--- src/rtl/exu_muldiv_if.sv ---
// ID/EX-to-muldiv bus and the muldiv result/stall outputs, bundled as one interface.
// The unit (slave) samples the instruction fields and drives the result,
// stall and debug fields. The pipeline side (master) does the opposite.
// Handshake: there is no valid/ready pair. The unit accepts an M-op that is
// present on instr_i_idu2exu_muldiv in any cycle where busy_o is 0. It asserts
// hold_flag_o_muldiv_ctrl in that same cycle, and the pipeline then presents
// NOPs until the write-back cycle.
interface exu_muldiv_if #(
  parameter int XLEN = 32
);
  logic [31:0]     instr_i_idu2exu_muldiv;
  logic [XLEN-1:0] op1_data_i_idu2exu_muldiv;
  logic [XLEN-1:0] op2_data_i_idu2exu_muldiv;
  logic [4:0]      rd_addr_i_idu2exu_muldiv;
  logic            hold_flag_o_muldiv_ctrl;
  logic [XLEN-1:0] rd_data_o_muldiv_regs;
  logic [4:0]      rd_addr_o_muldiv_regs;
  logic            reg_wen_o_muldiv_regs;
  logic            busy_o;
  logic [1:0]      dbg_state;

  modport slave (
    input  instr_i_idu2exu_muldiv, op1_data_i_idu2exu_muldiv,
           op2_data_i_idu2exu_muldiv, rd_addr_i_idu2exu_muldiv,
    output hold_flag_o_muldiv_ctrl, rd_data_o_muldiv_regs,
           rd_addr_o_muldiv_regs, reg_wen_o_muldiv_regs, busy_o, dbg_state
  );

  modport master (
    output instr_i_idu2exu_muldiv, op1_data_i_idu2exu_muldiv,
           op2_data_i_idu2exu_muldiv, rd_addr_i_idu2exu_muldiv,
    input  hold_flag_o_muldiv_ctrl, rd_data_o_muldiv_regs,
           rd_addr_o_muldiv_regs, reg_wen_o_muldiv_regs, busy_o, dbg_state
  );
endinterface

--- src/rtl/exu_muldiv.sv ---
// exu_muldiv: iterative RV32M multiply/divide unit for the execute stage.
// The unit uses radix-2 shift-add multiplication and restoring division on
// operand magnitudes. A FIXUP cycle applies the sign and selects the result,
// and a DONE cycle writes the result back.
// Optional macro MULDIV_EARLY_OUT_EN lets the multiply loop exit to FIXUP
// once the remaining multiplier bits are zero.
// rstn is a synchronous, active-high reset.
module exu_muldiv #(
  parameter int XLEN  = 32,
  parameter int CNT_W = 6
) (
  input  logic         clk,
  input  logic         rstn,
  exu_muldiv_if.slave  bus
);

  localparam logic [1:0] S_IDLE  = 2'd0;
  localparam logic [1:0] S_CALC  = 2'd1;
  localparam logic [1:0] S_FIXUP = 2'd2;
  localparam logic [1:0] S_DONE  = 2'd3;

  logic [1:0]        r_state;
  logic [2:0]        r_funct3;
  logic [4:0]        r_rd;
  logic              r_neg_q;    // negate product / quotient in FIXUP
  logic              r_neg_r;    // negate remainder in FIXUP
  logic [2*XLEN-1:0] r_prod;     // MUL: product accumulator; DIV: {remainder, quotient}
  logic [2*XLEN-1:0] r_mcand;    // MUL: shifted multiplicand; DIV: divisor in low half
  logic [XLEN-1:0]   r_mplier;   // MUL: multiplier, shifted right each iteration
  logic [CNT_W-1:0]  r_cnt;
  logic [XLEN-1:0]   r_rd_data;
  logic [4:0]        r_rd_addr;

  // Decode of the incoming instruction
  logic [2:0]      w_funct3;
  logic            w_is_mop;
  logic            w_accept;
  logic            w_op1_signed;
  logic            w_op2_signed;
  logic            w_op1_neg;
  logic            w_op2_neg;
  logic [XLEN-1:0] w_op1;
  logic [XLEN-1:0] w_op2;
  logic [XLEN-1:0] w_op1_mag;
  logic [XLEN-1:0] w_op2_mag;
  logic            w_div_zero;
  logic            w_div_ovf;
  logic [XLEN-1:0] w_special_res;

  assign w_funct3     = bus.instr_i_idu2exu_muldiv[14:12];
  assign w_is_mop     = (bus.instr_i_idu2exu_muldiv[6:0] == 7'b0110011) &&
                        (bus.instr_i_idu2exu_muldiv[31:25] == 7'b0000001);
  assign w_accept     = (r_state == S_IDLE) && w_is_mop;
  assign w_op1        = bus.op1_data_i_idu2exu_muldiv;
  assign w_op2        = bus.op2_data_i_idu2exu_muldiv;
  // MULH, MULHSU, DIV and REM treat op1 as signed; MULH, DIV and REM also treat op2 as signed.
  assign w_op1_signed = (w_funct3 == 3'b001) || (w_funct3 == 3'b010) ||
                        (w_funct3 == 3'b100) || (w_funct3 == 3'b110);
  assign w_op2_signed = (w_funct3 == 3'b001) || (w_funct3 == 3'b100) ||
                        (w_funct3 == 3'b110);
  assign w_op1_neg    = w_op1_signed && w_op1[XLEN-1];
  assign w_op2_neg    = w_op2_signed && w_op2[XLEN-1];
  assign w_op1_mag    = w_op1_neg ? (~w_op1 + 1'b1) : w_op1;
  assign w_op2_mag    = w_op2_neg ? (~w_op2 + 1'b1) : w_op2;
  assign w_div_zero   = w_funct3[2] && (w_op2 == '0);
  assign w_div_ovf    = w_funct3[2] && !w_funct3[0] &&
                        (w_op1 == {1'b1, {(XLEN-1){1'b0}}}) && (w_op2 == '1);
  // Divide-by-zero: the quotient is all ones and the remainder is the dividend.
  // Signed overflow: the quotient is the dividend and the remainder is zero.
  assign w_special_res = w_div_zero ? (w_funct3[1] ? w_op1 : '1)
                                    : (w_funct3[1] ? '0 : w_op1);

  // Restoring-division step on the {remainder, quotient} pair
  logic [XLEN-1:0] w_rem;
  logic [XLEN-1:0] w_quo;
  logic [XLEN:0]   w_shift;
  logic [XLEN:0]   w_dvsr;
  logic [XLEN:0]   w_diff;
  logic            w_ge;

  assign w_rem   = r_prod[2*XLEN-1:XLEN];
  assign w_quo   = r_prod[XLEN-1:0];
  assign w_shift = {w_rem, w_quo[XLEN-1]};
  assign w_dvsr  = {1'b0, r_mcand[XLEN-1:0]};
  assign w_ge    = (w_shift >= w_dvsr);
  assign w_diff  = w_shift - w_dvsr;

  // Loop exit condition
  logic w_early;
  logic w_calc_last;
`ifdef MULDIV_EARLY_OUT_EN
  assign w_early = !r_funct3[2] && (r_mplier[XLEN-1:1] == '0);
`else
  assign w_early = 1'b0;
`endif
  assign w_calc_last = (r_cnt == CNT_W'(XLEN-1)) || w_early;

  // Sign fixup and result select
  logic [2*XLEN-1:0] w_prod_s;
  logic [XLEN-1:0]   w_quo_s;
  logic [XLEN-1:0]   w_rem_s;
  logic [XLEN-1:0]   w_fix_res;

  assign w_prod_s = r_neg_q ? (~r_prod + 1'b1) : r_prod;
  assign w_quo_s  = r_neg_q ? (~w_quo + 1'b1) : w_quo;
  assign w_rem_s  = r_neg_r ? (~w_rem + 1'b1) : w_rem;

  // Pick the low or high product half, the quotient or the remainder from funct3
  always_comb begin
    w_fix_res = w_prod_s[XLEN-1:0];
    case (r_funct3)
      3'b000:         w_fix_res = w_prod_s[XLEN-1:0];
      3'b001, 3'b010,
      3'b011:         w_fix_res = w_prod_s[2*XLEN-1:XLEN];
      3'b100, 3'b101: w_fix_res = w_quo_s;
      default:        w_fix_res = w_rem_s;
    endcase
  end

  // FSM and iterative datapath; the result registers change only on entry to DONE
  always_ff @(posedge clk) begin
    if (rstn) begin
      r_state   <= S_IDLE;
      r_funct3  <= '0;
      r_rd      <= '0;
      r_neg_q   <= 1'b0;
      r_neg_r   <= 1'b0;
      r_prod    <= '0;
      r_mcand   <= '0;
      r_mplier  <= '0;
      r_cnt     <= '0;
      r_rd_data <= '0;
      r_rd_addr <= '0;
    end else begin
      case (r_state)
        S_IDLE: begin
          if (w_accept) begin
            r_funct3 <= w_funct3;
            r_rd     <= bus.rd_addr_i_idu2exu_muldiv;
            if (w_div_zero || w_div_ovf) begin
              r_rd_data <= w_special_res;
              r_rd_addr <= bus.rd_addr_i_idu2exu_muldiv;
              r_state   <= S_DONE;
            end else begin
              r_neg_q  <= w_op1_neg ^ w_op2_neg;
              r_neg_r  <= w_op1_neg;
              // A divide starts with remainder 0 and the dividend in the quotient slot.
              r_prod   <= w_funct3[2] ? {{XLEN{1'b0}}, w_op1_mag} : '0;
              r_mcand  <= w_funct3[2] ? {{XLEN{1'b0}}, w_op2_mag} : {{XLEN{1'b0}}, w_op1_mag};
              r_mplier <= w_op2_mag;
              r_cnt    <= '0;
              r_state  <= S_CALC;
            end
          end
        end
        S_CALC: begin
          if (r_funct3[2]) begin
            r_prod <= {(w_ge ? w_diff[XLEN-1:0] : w_shift[XLEN-1:0]),
                       w_quo[XLEN-2:0], w_ge};
          end else begin
            r_prod   <= r_prod + (r_mplier[0] ? r_mcand : '0);
            r_mcand  <= r_mcand << 1;
            r_mplier <= r_mplier >> 1;
          end
          r_cnt <= r_cnt + 1'b1;
          if (w_calc_last) r_state <= S_FIXUP;
        end
        S_FIXUP: begin
          r_rd_data <= w_fix_res;
          r_rd_addr <= r_rd;
          r_state   <= S_DONE;
        end
        default: begin
          r_state <= S_IDLE;
        end
      endcase
    end
  end

  assign bus.hold_flag_o_muldiv_ctrl = !rstn &&
                                       (w_accept || (r_state == S_CALC) || (r_state == S_FIXUP));
  assign bus.busy_o                  = (r_state != S_IDLE);
  assign bus.reg_wen_o_muldiv_regs   = (r_state == S_DONE) && (r_rd_addr != 5'd0);
  assign bus.rd_data_o_muldiv_regs   = r_rd_data;
  assign bus.rd_addr_o_muldiv_regs   = r_rd_addr;
  assign bus.dbg_state               = r_state;

endmodule
--- src/flat_wrapper.sv ---
// flat-port wrapper written by rule: the top's interface ports become plain ports
module exu_muldiv_flat 
#(
  parameter int XLEN  = 32,
  parameter int CNT_W = 6
)
  (clk, rstn, bus_instr_i_idu2exu_muldiv, bus_op1_data_i_idu2exu_muldiv, bus_op2_data_i_idu2exu_muldiv, bus_rd_addr_i_idu2exu_muldiv, bus_hold_flag_o_muldiv_ctrl, bus_rd_data_o_muldiv_regs, bus_rd_addr_o_muldiv_regs, bus_reg_wen_o_muldiv_regs, bus_busy_o, bus_dbg_state);
  exu_muldiv_if #(.XLEN(XLEN)) bus_i ();
  input  logic clk;
  input  logic rstn;
  input wire logic [$bits(bus_i.instr_i_idu2exu_muldiv)-1:0] bus_instr_i_idu2exu_muldiv;
  input wire logic [$bits(bus_i.op1_data_i_idu2exu_muldiv)-1:0] bus_op1_data_i_idu2exu_muldiv;
  input wire logic [$bits(bus_i.op2_data_i_idu2exu_muldiv)-1:0] bus_op2_data_i_idu2exu_muldiv;
  input wire logic [$bits(bus_i.rd_addr_i_idu2exu_muldiv)-1:0] bus_rd_addr_i_idu2exu_muldiv;
  output wire logic [$bits(bus_i.hold_flag_o_muldiv_ctrl)-1:0] bus_hold_flag_o_muldiv_ctrl;
  output wire logic [$bits(bus_i.rd_data_o_muldiv_regs)-1:0] bus_rd_data_o_muldiv_regs;
  output wire logic [$bits(bus_i.rd_addr_o_muldiv_regs)-1:0] bus_rd_addr_o_muldiv_regs;
  output wire logic [$bits(bus_i.reg_wen_o_muldiv_regs)-1:0] bus_reg_wen_o_muldiv_regs;
  output wire logic [$bits(bus_i.busy_o)-1:0] bus_busy_o;
  output wire logic [$bits(bus_i.dbg_state)-1:0] bus_dbg_state;
  assign bus_i.instr_i_idu2exu_muldiv = bus_instr_i_idu2exu_muldiv;
  assign bus_i.op1_data_i_idu2exu_muldiv = bus_op1_data_i_idu2exu_muldiv;
  assign bus_i.op2_data_i_idu2exu_muldiv = bus_op2_data_i_idu2exu_muldiv;
  assign bus_i.rd_addr_i_idu2exu_muldiv = bus_rd_addr_i_idu2exu_muldiv;
  assign bus_hold_flag_o_muldiv_ctrl = bus_i.hold_flag_o_muldiv_ctrl;
  assign bus_rd_data_o_muldiv_regs = bus_i.rd_data_o_muldiv_regs;
  assign bus_rd_addr_o_muldiv_regs = bus_i.rd_addr_o_muldiv_regs;
  assign bus_reg_wen_o_muldiv_regs = bus_i.reg_wen_o_muldiv_regs;
  assign bus_busy_o = bus_i.busy_o;
  assign bus_dbg_state = bus_i.dbg_state;
  exu_muldiv #(.XLEN(XLEN), .CNT_W(CNT_W)) u_core (.clk(clk), .rstn(rstn), .bus(bus_i));
endmodule
--- config.mk ---
export PLATFORM = sky130hd
export DESIGN_NAME = exu_muldiv_flat
export DESIGN_NICKNAME = d
export VERILOG_FILES = /design/src/rtl/exu_muldiv_if.sv /design/src/rtl/exu_muldiv.sv /design/src/flat_wrapper.sv
export SDC_FILE = /design/constraint.sdc
export NUM_CORES = 1
export LEC_CHECK = 0
export CORE_AREA = 2 2 232 234
export DETAILED_ROUTE_END_ITERATION = 8
export DIE_AREA = 0 0 234 236
export GPL_TIMING_DRIVEN = 0
export PLACE_DENSITY = 0.69
export SETUP_SLACK_MARGIN = 0.05
export SKIP_LAST_GASP = 1
export SLEW_MARGIN = 40
export SYNTH_ARGS = -nofsm -noshare
export SYNTH_HDL_FRONTEND = slang
export SYNTH_SLANG_ARGS = --single-unit
--- constraint.sdc ---
create_clock -name clk -period 9.7 [get_ports clk]
set_input_delay 1.94 -clock clk [delete_from_list [all_inputs] [get_ports clk]]
set_output_delay 1.94 -clock clk [all_outputs]
set_load 0.01 [all_outputs]
# Word-level counts from Yosys, hierarchy flattened
# Index checks and enable logic that the tools add are counted.
[classes] n_addsub=8 multipliers=0 n_div=0 n_lt_le_gt_ge=1 eq_ne=22 n_shift=0 n_mux=38 bitwise=7 reduce_logical=35
[op_table] cell="64-bit 2-to-1 mux" count=8
[op_table] cell="32-bit 2-to-1 mux" count=15
[op_table] cell="64-bit one-hot mux with 2 select lines" count=2
[op_table] cell="32-bit by 1-bit adder with 32-bit output (second input constant)" count=4
[op_table] cell="32-bit NOT" count=4
[op_table] cell="32-bit one-hot mux with 2 select lines" count=2
[op_table] cell="32-bit one-hot mux with 3 select lines" count=1
[op_table] cell="64-bit by 1-bit adder with 64-bit output (second input constant)" count=1
[op_table] cell="64-bit adder" count=1
[op_table] cell="32-bit equality test (second input constant)" count=2
[op_table] cell="64-bit NOT" count=1
[op_table] cell="33-bit by 32-bit >= comparator with 1-bit output" count=1
[op_table] cell="32-bit logical NOT" count=1
[op_table] cell="32-bit subtractor" count=1
[op_table] cell="3-bit equality test (second input constant)" count=4
[op_table] cell="6-bit 2-to-1 mux" count=2
[op_table] cell="6-bit one-hot mux with 2 select lines" count=1
[op_table] cell="1-bit logical AND" count=10
[op_table] cell="5-bit 2-to-1 mux" count=2
[op_table] cell="5-bit one-hot mux with 2 select lines" count=1
[op_table] cell="3-bit by 2-bit equality test with 1-bit output (second input constant)" count=3
[op_table] cell="3-bit AND reduction" count=3
[op_table] cell="1-bit logical OR" count=8
[op_table] cell="7-bit by 1-bit equality test with 1-bit output (second input constant)" count=1
[op_table] cell="other kinds (21)" count=32
[word_totals] reg_bits=215 latchBits=0 ram_bits=0 romBits=0 output_inout_bits=42 mem_count=0

# Depth between registers and ports, before layout
# Gate-level depths: netlist (run 1).
[depth] word_depth=10 mapped_depth=14 mapped_depth_nobuf=13

# Worst setup path before layout (run 1)
# Ideal clock, no wire load.
[synth_timing] kind="input port to output port" from="input bus_instr_i_idu2exu_muldiv[3]" to="output bus_hold_flag_o_muldiv_ctrl" arrival_time_ps=3279 setup_slack_ps=4481 stages=5 path_buffers=1 cell_sequence="nor4b_1 -> nand4b_1 -> nor2_1 -> clkbuf_1 -> o31a_1"
[synth_via] elab_chain_cells=6
[synth_lines] element="start, declared" line="flat_wrapper.sv:11" text="input wire logic [$bits(bus_i.instr_i_idu2exu_muldiv)-1:0] bus_instr_i_idu2exu_muldiv;"
[synth_lines] element="7-bit by 6-bit equality test with 1-bit output" line="exu_muldiv.sv:51" text="assign w_is_mop = (bus.instr_i_idu2exu_muldiv[6:0] == 7'b0110011) &&"
[synth_lines] element="1-bit logical AND" line="exu_muldiv.sv:51"
[synth_lines] element="1-bit logical AND" line="exu_muldiv.sv:53" text="assign w_accept = (r_state == S_IDLE) && w_is_mop;"
[synth_lines] element="1-bit logical OR (2 in a row)" line="exu_muldiv.sv:181" text="(w_accept || (r_state == S_CALC) || (r_state == S_FIXUP));"
[synth_lines] element="1-bit logical AND" line="exu_muldiv.sv:180" text="assign bus.hold_flag_o_muldiv_ctrl = !rstn &&"
[synth_lines] element="end, declared" line="flat_wrapper.sv:15" text="output wire logic [$bits(bus_i.hold_flag_o_muldiv_ctrl)-1:0] bus_hold_flag_o_muldiv_ctrl;"
# No other way between the ends.

# Worst setup path after layout (run 1)
# Ends and elaborated chain as after synthesis.

==> run summary, run 1 <==
======================================================================================
Number of warning messages in the yosys log                                          0
Count of non-filler cells in the finished layout                                  3829
Nets in the synthesized netlist                                                   3167
Critical path arrival                                                          4.58 ns
Final cell area excluding filler cells                                    0.0240 sq mm
Number of violations of the max-capacitance limit                                    0
Starting density of the core                                                     39.2%
Antenna diode count                                                                  0
Post-CTS Setup Inserts                                                               0
Core region area                                                          0.0531 sq mm
Layout fillers                                                                    5515
Count of pins on the block boundary                                                145
Number of standard-cell rows in the floorplan                                       85
Worst Setup Start Kind                                                       input pin
Sum of negative setup slack                                                       0 ns
Top library cells by usage in the layout, fill and taps aside             nand2_1, nor2_1, a21oi_1
Fraction of final layout cells with drive strength greater than 1                4.50%
Buffer type at the clock tree root                                           clkbuf_16
Count of TritonRoute iterations in the first routing pass                            8
Routed Antenna Nets                                                                  0
Unique masters post-synth                                                           92
Width of the chip                                                          234 microns
Largest net degree at the start of global routing                                   15
CTS clock-pin slew for the worst setup and hold paths                          0.06 ns
Die Ht                                                                     236 microns
Total congestion overflow after global routing                                       0
Setup skew after layout                                                      0.0567 ns
Drt first-iter violations                                                         3512
Sequential fraction of the synthesis area                                        20.7%
Run status                                                                finished, final reports clean
Peak fanout along the critical path                                                 10
Cts-stage hold buffer count                                                          0
Sequential cell area                                                      0.00430 sq mm
Ratio of final minimum period to clock period                                    67.3%
Vias in the first global route                                                   22400
# DRC                                                                                0
Critical path start-end classification                                       in -> out
Syn_area_per_cell                                                           7.04 sq um
Detailed-route wire length per cell                                       26.0 microns
Clock latency on the worst-skew pair                                           0.62 ns
Flip-flop and latch count after synthesis                                          215
Synth area leaders                                                        dfxtp_1, nand2_1, ha_1
Clock tree from TritonCTS                                                          yes
Post-Place Setup Slack                                                         3.17 ns
Detailed-placement wirelength estimate                                         79.8 mm
Post-synthesis cell type with the largest combined area                        dfxtp_1
CTS sink count                                                                     215
Worst-case clock buffer depth                                                        3
Net total in the final layout                                                     3323
Count of final max-slew check failures                                               0
Total of endpoints with negative setup slack in the final report                     0
Via count                                                                        24700
Wire length of the first global-routing pass                                    144 mm
Max Clock Freq                                                                 153 MHz
Most common cell after layout, fill and taps aside                             nand2_1
Syn Inst Count                                                                    2956
Transition time at the pin with the least slew margin                         0.884 ns
Total placed cells including tap cells                                            3779
Async SR Flop Fraction                                                              0%
Number of antenna violations at the first check in global routing                    1
Layout overhead on the synthesized area                                          15.1%
Area of the multi-input gates                                             0.0154 sq mm
Static power due to leakage                                                    8.81 nW
Floorplan die area                                                        0.0552 sq mm
Placement-stage cell area                                                 0.0230 sq mm
Pwr dens                                                                   108 mW/mm^2
EDFF count, synth                                                                    0
Total wire length                                                              99.6 mm
Number of hold-slack violations in the final timing report                           0
Worst vdd rail ir drop                                                        0.153 mV
Number of H-tree branching levels                                                    1
Required @ worst endpoint                                                      7.76 ns
Worst-case hold slack                                                         0.450 ns
Number of buffers inserted during clock tree synthesis                              27
Final design utilization                                                         45.2%
Routed via count divided by cell count                                            6.45
RSZ-0062 raised after global routing                                                no
Final worst path period need                                                   6.52 ns
Worst-case headroom to the max-slew limit                                        41.0%
Post-synth design cell area                                               0.0208 sq mm
Global-route total usage across every layer                                      34.8%
Overall power                                                                  2.59 mW
Most used DFF post-synth                                                       dfxtp_1
Min-Delay Path Class                                                        reg -> reg
Synth top area share                                                             20.7%
Endpoint type of the worst setup path                                       output pin
Setup WS post-layout                                                           3.18 ns
Weighted congestion reported at the end of routability-driven placement           1.05
Post-cts gate resize count                                                           0
Port buffer count                                                                  127
======================================================================================
==> registers in the layout (all words and copies together), names as in the netlist <==
name and cells:
u_core.r_mplier 32, u_core.r_mcand 64, u_core.bus.rd_addr_o_muldiv_regs 5, u_core.r_rd 5, u_core.r_neg_q 1, u_core.r_prod 64
u_core.bus.dbg_state 2, u_core.r_funct3 3, u_core.r_cnt 6, u_core.r_neg_r 1, u_core.bus.rd_data_o_muldiv_regs 32
==> worst max-delay path, cell delays in order <==
cell and delay (ns):
clkdlybuf4s50_1 0.40, nor4b_1 0.31, nand4b_1 0.23, nor2_1 0.35, clkbuf_1 0.59, o31a_1 0.19
clkdlybuf4s50_1 0.57
==> area by class of cell <==
type	instances	area share, %
Multi-Input combinational cell	2439	64.1
Inverter	84	1.32
Timing Repair Buffer	127	5.30
Buffer	218	3.69
Clock buffer	32	3.11
Sequential cell	215	18.0
Tap cell	696	3.63
Clock inverter	18	0.846
==> synthesized netlist by cell type, types with 43 or more instances <==
cell,instances
o211ai_1,57
xor2_1,120
a211oi_1,87
nand3_1,65
dfxtp_1,215
xnor2_1,87
a21oi_1,254
and2_1,81
nand4_1,43
inv_1,82
nand2_1,364
nor3_1,89
o21ai_0,201
nor2_1,293
clkbuf_1,178
a22oi_1,43
ha_1,106
mux2i_1,47
==> cells by family (layout without fill, tap and decap cells) <==
kind of cell	Yosys count	count (layout)	share of synthesized area, %
mux	51	51	2.48
compound gates	976	976	31.0
simple gates	1097	1097	24.9
buf+inv	302	479	5.73
flops	215	215	20.7
xor+xnor	207	207	8.71
fa+ha+maj	108	108	6.56
==> layer usage <==
metal / part of all wire, % / global-route usage (%) / up-vias
li1: - / - / 11200
met1: 40 / 47.0 / 11700
met2: 42 / 52.1 / 1504
met3: 11 / 6.75 / 361
met4: 6.5 / 18.1 / 0
met5: 0 / 0 / -
==> power breakdown <==
part           internal, mW  leakage (nW)  total, mW  switching (mW)
sequential            0.889          1.73      0.900          0.0118
clock                 0.634         0.472       1.10           0.464
combinational         0.177          6.61      0.592           0.415
total                  1.70          8.81       2.59           0.891
==> final timing paths <==
kind / start / end / slack (ns) / depth (start not counted)
worst max-delay path: bus_instr_i_idu2exu_muldiv[3] / bus_hold_flag_o_muldiv_ctrl / 3.18 / 7
worst min-delay path: u_core.r_mplier[22] / u_core.r_mplier[22] / 0.45 / 2
worst max register to register: u_core.r_mplier[0] / u_core.r_prod[61] / 4.63 / 13
worst min register to register: u_core.r_mplier[22] / u_core.r_mplier[22] / 0.45 / 2
(Power assumes the default switching activity.)
==> inputs of run 2 (changes only) <==
--- a/config.mk
+++ b/config.mk
@@ -9,7 +9,7 @@
 export DETAILED_ROUTE_END_ITERATION = 8
 export DIE_AREA = 0 0 234 236
 export GPL_TIMING_DRIVEN = 0
-export PLACE_DENSITY = 0.69
+export PLACE_DENSITY = 0.71
 export SETUP_SLACK_MARGIN = 0.05
 export SKIP_LAST_GASP = 1
 export SLEW_MARGIN = 40
==> constraint.sdc (replaced) <==
create_clock -name clk -period 5.26 [get_ports clk]
set_input_delay 1.052 -clock clk [delete_from_list [all_inputs] [get_ports clk]]
set_output_delay 1.052 -clock clk [all_outputs]
set_load 0.01 [all_outputs]
==> run 2 against run 1 <==
Compared with the run above:
- core utilization shrank 0.16 points
- clock power grew 71%
- flip-flop and latch count is the same
- non-clock buffer count is the same
- clock skew shrank 0.020 ns
- global-route usage shrank 0.40 points
- worst setup slack lost 2.9 ns
- highest routed layer is now met5
==> run summary, run 2 (same netlist as run 1, synthesis figures left out) <==
======================================================================================
Worst-case headroom to the max-slew limit                                        40.9%   was 41.0%
Weighted congestion reported at the end of routability-driven placement           1.06   was 1.05
Largest registers                                                         u_core.r_mcand (64), u_core.r_prod (64)   unchanged
Detailed-route wire length per cell                                       25.7 microns   was 26.0 microns
Pwr dens                                                                   194 mW/mm^2   was 108 mW/mm^2
Width of the chip                                                          234 microns   unchanged
Layout overhead on the synthesized area                                          14.7%   was 15.1%
Net Sw Frac                                                                      34.6%   was 34.4%
Starting density of the core                                                     39.2%   unchanged
Internal power summed over all cells                                           3.03 mW   was 1.70 mW
Worst vdd rail ir drop                                                        0.245 mV   was 0.153 mV
Worst Setup Start Kind                                                       flip-flop   was input pin
Power share of the clock group                                                   40.6%   was 42.4%
Combinational fraction of design power                                           23.6%   was 22.9%
Total wire length                                                              98.3 mm   was 99.6 mm
Wire length of the first global-routing pass                                    143 mm   was 144 mm
Global-route total usage across every layer                                      34.4%   was 34.8%
Transition time at the pin with the least slew margin                         0.887 ns   was 0.884 ns
Number of H-tree branching levels                                                    1   unchanged
Endpoint type of the worst setup path                                        flip-flop   was output pin
Vias in the first global route                                                   22500   was 22400
Number of standard-cell rows in the floorplan                                       85   unchanged
Largest net degree at the start of global routing                                   15   unchanged
Core region area                                                          0.0531 sq mm   unchanged
Top library cells by usage in the layout, fill and taps aside             nand2_1, nor2_1, a21oi_1   unchanged
Floorplan die area                                                        0.0552 sq mm   unchanged
Run status                                                                finished, final reports clean   unchanged
RSZ-0062 raised after global routing                                                no   unchanged
Fraction of final layout cells with drive strength greater than 1                4.12%   was 4.50%
Number of hold-slack violations in the final timing report                           0   unchanged
Net total in the final layout                                                     3322   was 3323
Number of violations of the max-capacitance limit                                    0   unchanged
Post-CTS Setup Inserts                                                               0   unchanged
Final worst path period need                                                   4.93 ns
Worst-case clock buffer depth                                                        3   unchanged
Routed Antenna Nets                                                                  0   unchanged
CTS clock-pin slew for the worst setup and hold paths                          0.06 ns   about the same
Sum of negative setup slack                                                       0 ns   unchanged
Die Ht                                                                     236 microns   unchanged
Setup skew after layout                                                      0.0368 ns   was 0.0567 ns
Count of final max-slew check failures                                               0   unchanged
Count of pins on the block boundary                                                145   unchanged
CTS sink count                                                                     215   unchanged
# DRC                                                                                0   unchanged
Critical path start-end classification                                      reg -> reg   was in -> out
Buffer type at the clock tree root                                           clkbuf_16   unchanged
Post-cts gate resize count                                                           0   unchanged
Layout fillers                                                                    5444   was 5515
Sw power                                                                       1.60 mW   was 0.891 mW
Required @ worst endpoint                                                      5.68 ns   was 7.76 ns
Peak fanout along the critical path                                                 10   unchanged
Number of buffers inserted during clock tree synthesis                              26   was 27
Clock tree from TritonCTS                                                          yes   unchanged
Total placed cells including tap cells                                            3779   unchanged
Count of TritonRoute iterations in the first routing pass                            8   unchanged
Max Clock Freq                                                                 203 MHz
Total congestion overflow after global routing                                       0   unchanged
Total of endpoints with negative setup slack in the final report                     0   unchanged
Most common cell after layout, fill and taps aside                             nand2_1   unchanged
Number of antenna violations at the first check in global routing                    3   was 1
Count of non-filler cells in the finished layout                                  3829   unchanged
Ratio of final minimum period to clock period                                    93.8%
Static power due to leakage                                                    8.76 nW   was 8.81 nW
Clock latency on the worst-skew pair                                           0.59 ns   was 0.62 ns
Routed via count divided by cell count                                            6.48   was 6.45
Via count                                                                        24800   was 24700
Cts-stage hold buffer count                                                          0   unchanged
Detailed-placement wirelength estimate                                         78.9 mm   was 79.8 mm
Drt first-iter violations                                                         3529   was 3512
Portion of total power attributed to sequential cells                            35.9%   was 34.8%
Critical path arrival                                                          5.35 ns   was 4.58 ns
Min-Delay Path Class                                                        reg -> reg   unchanged
Port buffer count                                                                  127   unchanged
======================================================================================
run 2: routing by layer:
layer	GRT usage (%)	vias to the layer above	wire (microns)
met5	0	-	13
met4	17.4	2	6170
met3	7.31	351	11100
met2	51.5	1604	41600
met1	46.2	11700	39500
li1	-	11200	-
run 2: worst paths after layout:
check                     start                  to  slack [ns]  cells after the start
max          u_core.r_mcand[24]   u_core.r_prod[57]        0.33                     12
min          u_core.r_mplier[1]  u_core.r_mplier[1]        0.45                      2
max reg2reg  u_core.r_mcand[24]   u_core.r_prod[57]        0.33                     12
min reg2reg  u_core.r_mplier[1]  u_core.r_mplier[1]        0.45                      2
run 2: through the flow:
step | power [mW] | util, % | hold WS (ns) | setup slack [ns] | cell area [sq um]
3_3_place_gp | 2.73 | 43.3 | 0.438 | 0.0323 | 23000
5_1_grt | 4.72 | 45.0 | 0.464 | 0.289 | 23900
4_1_cts | 4.57 | 44.9 | 0.452 | 0.172 | 23900
6_report | 4.63 | 45.0 | 0.450 | 0.326 | 23900
2_1_floorplan | 2.28 | - | 0.432 | 1.53 | 20800
3_5_place_dp | 2.72 | 43.3 | 0.444 | 0.0356 | 23000
run 2: layout make-up:
| cell class | instances | area, sq um | area share, % |
|---|---|---|---|
| antenna | 2 | 5.00 | 0.0210 |
| buffer | 218 | 882 | 3.69 |
| clock buffer | 35 | 714 | 2.99 |
| clock inverter | 13 | 158 | 0.660 |
| inverter | 84 | 315 | 1.32 |
| multi-input combinational | 2439 | 15400 | 64.3 |
| sequential | 215 | 4300 | 18.0 |
| tap | 696 | 871 | 3.65 |
| timing repair buffer | 127 | 1270 | 5.32 |
run 2: critical path: stages (launching register included):
cell      delay [ns]
dfxtp_1         0.62
inv_1           0.23
ha_1            0.33
clkbuf_1        0.31
nand4_1         0.36
nor3_1          0.45
a31oi_1         0.13
o211ai_1        0.28
o21ba_2         0.22
clkbuf_1        0.57
buf_1           0.68
mux2i_1         0.39
o221ai_1        0.17
run 2: power by group through the flow:
stage / clock, mW / sequential [mW] / combinational (mW)
5_1_grt: 1.94 / 1.66 / 1.12
6_report: 1.88 / 1.66 / 1.09
4_1_cts: 1.87 / 1.66 / 1.03
3_3_place_gp: 0 / 1.69 / 1.04
3_5_place_dp: 0 / 1.69 / 1.03
2_1_floorplan: 0 / 1.69 / 0.592
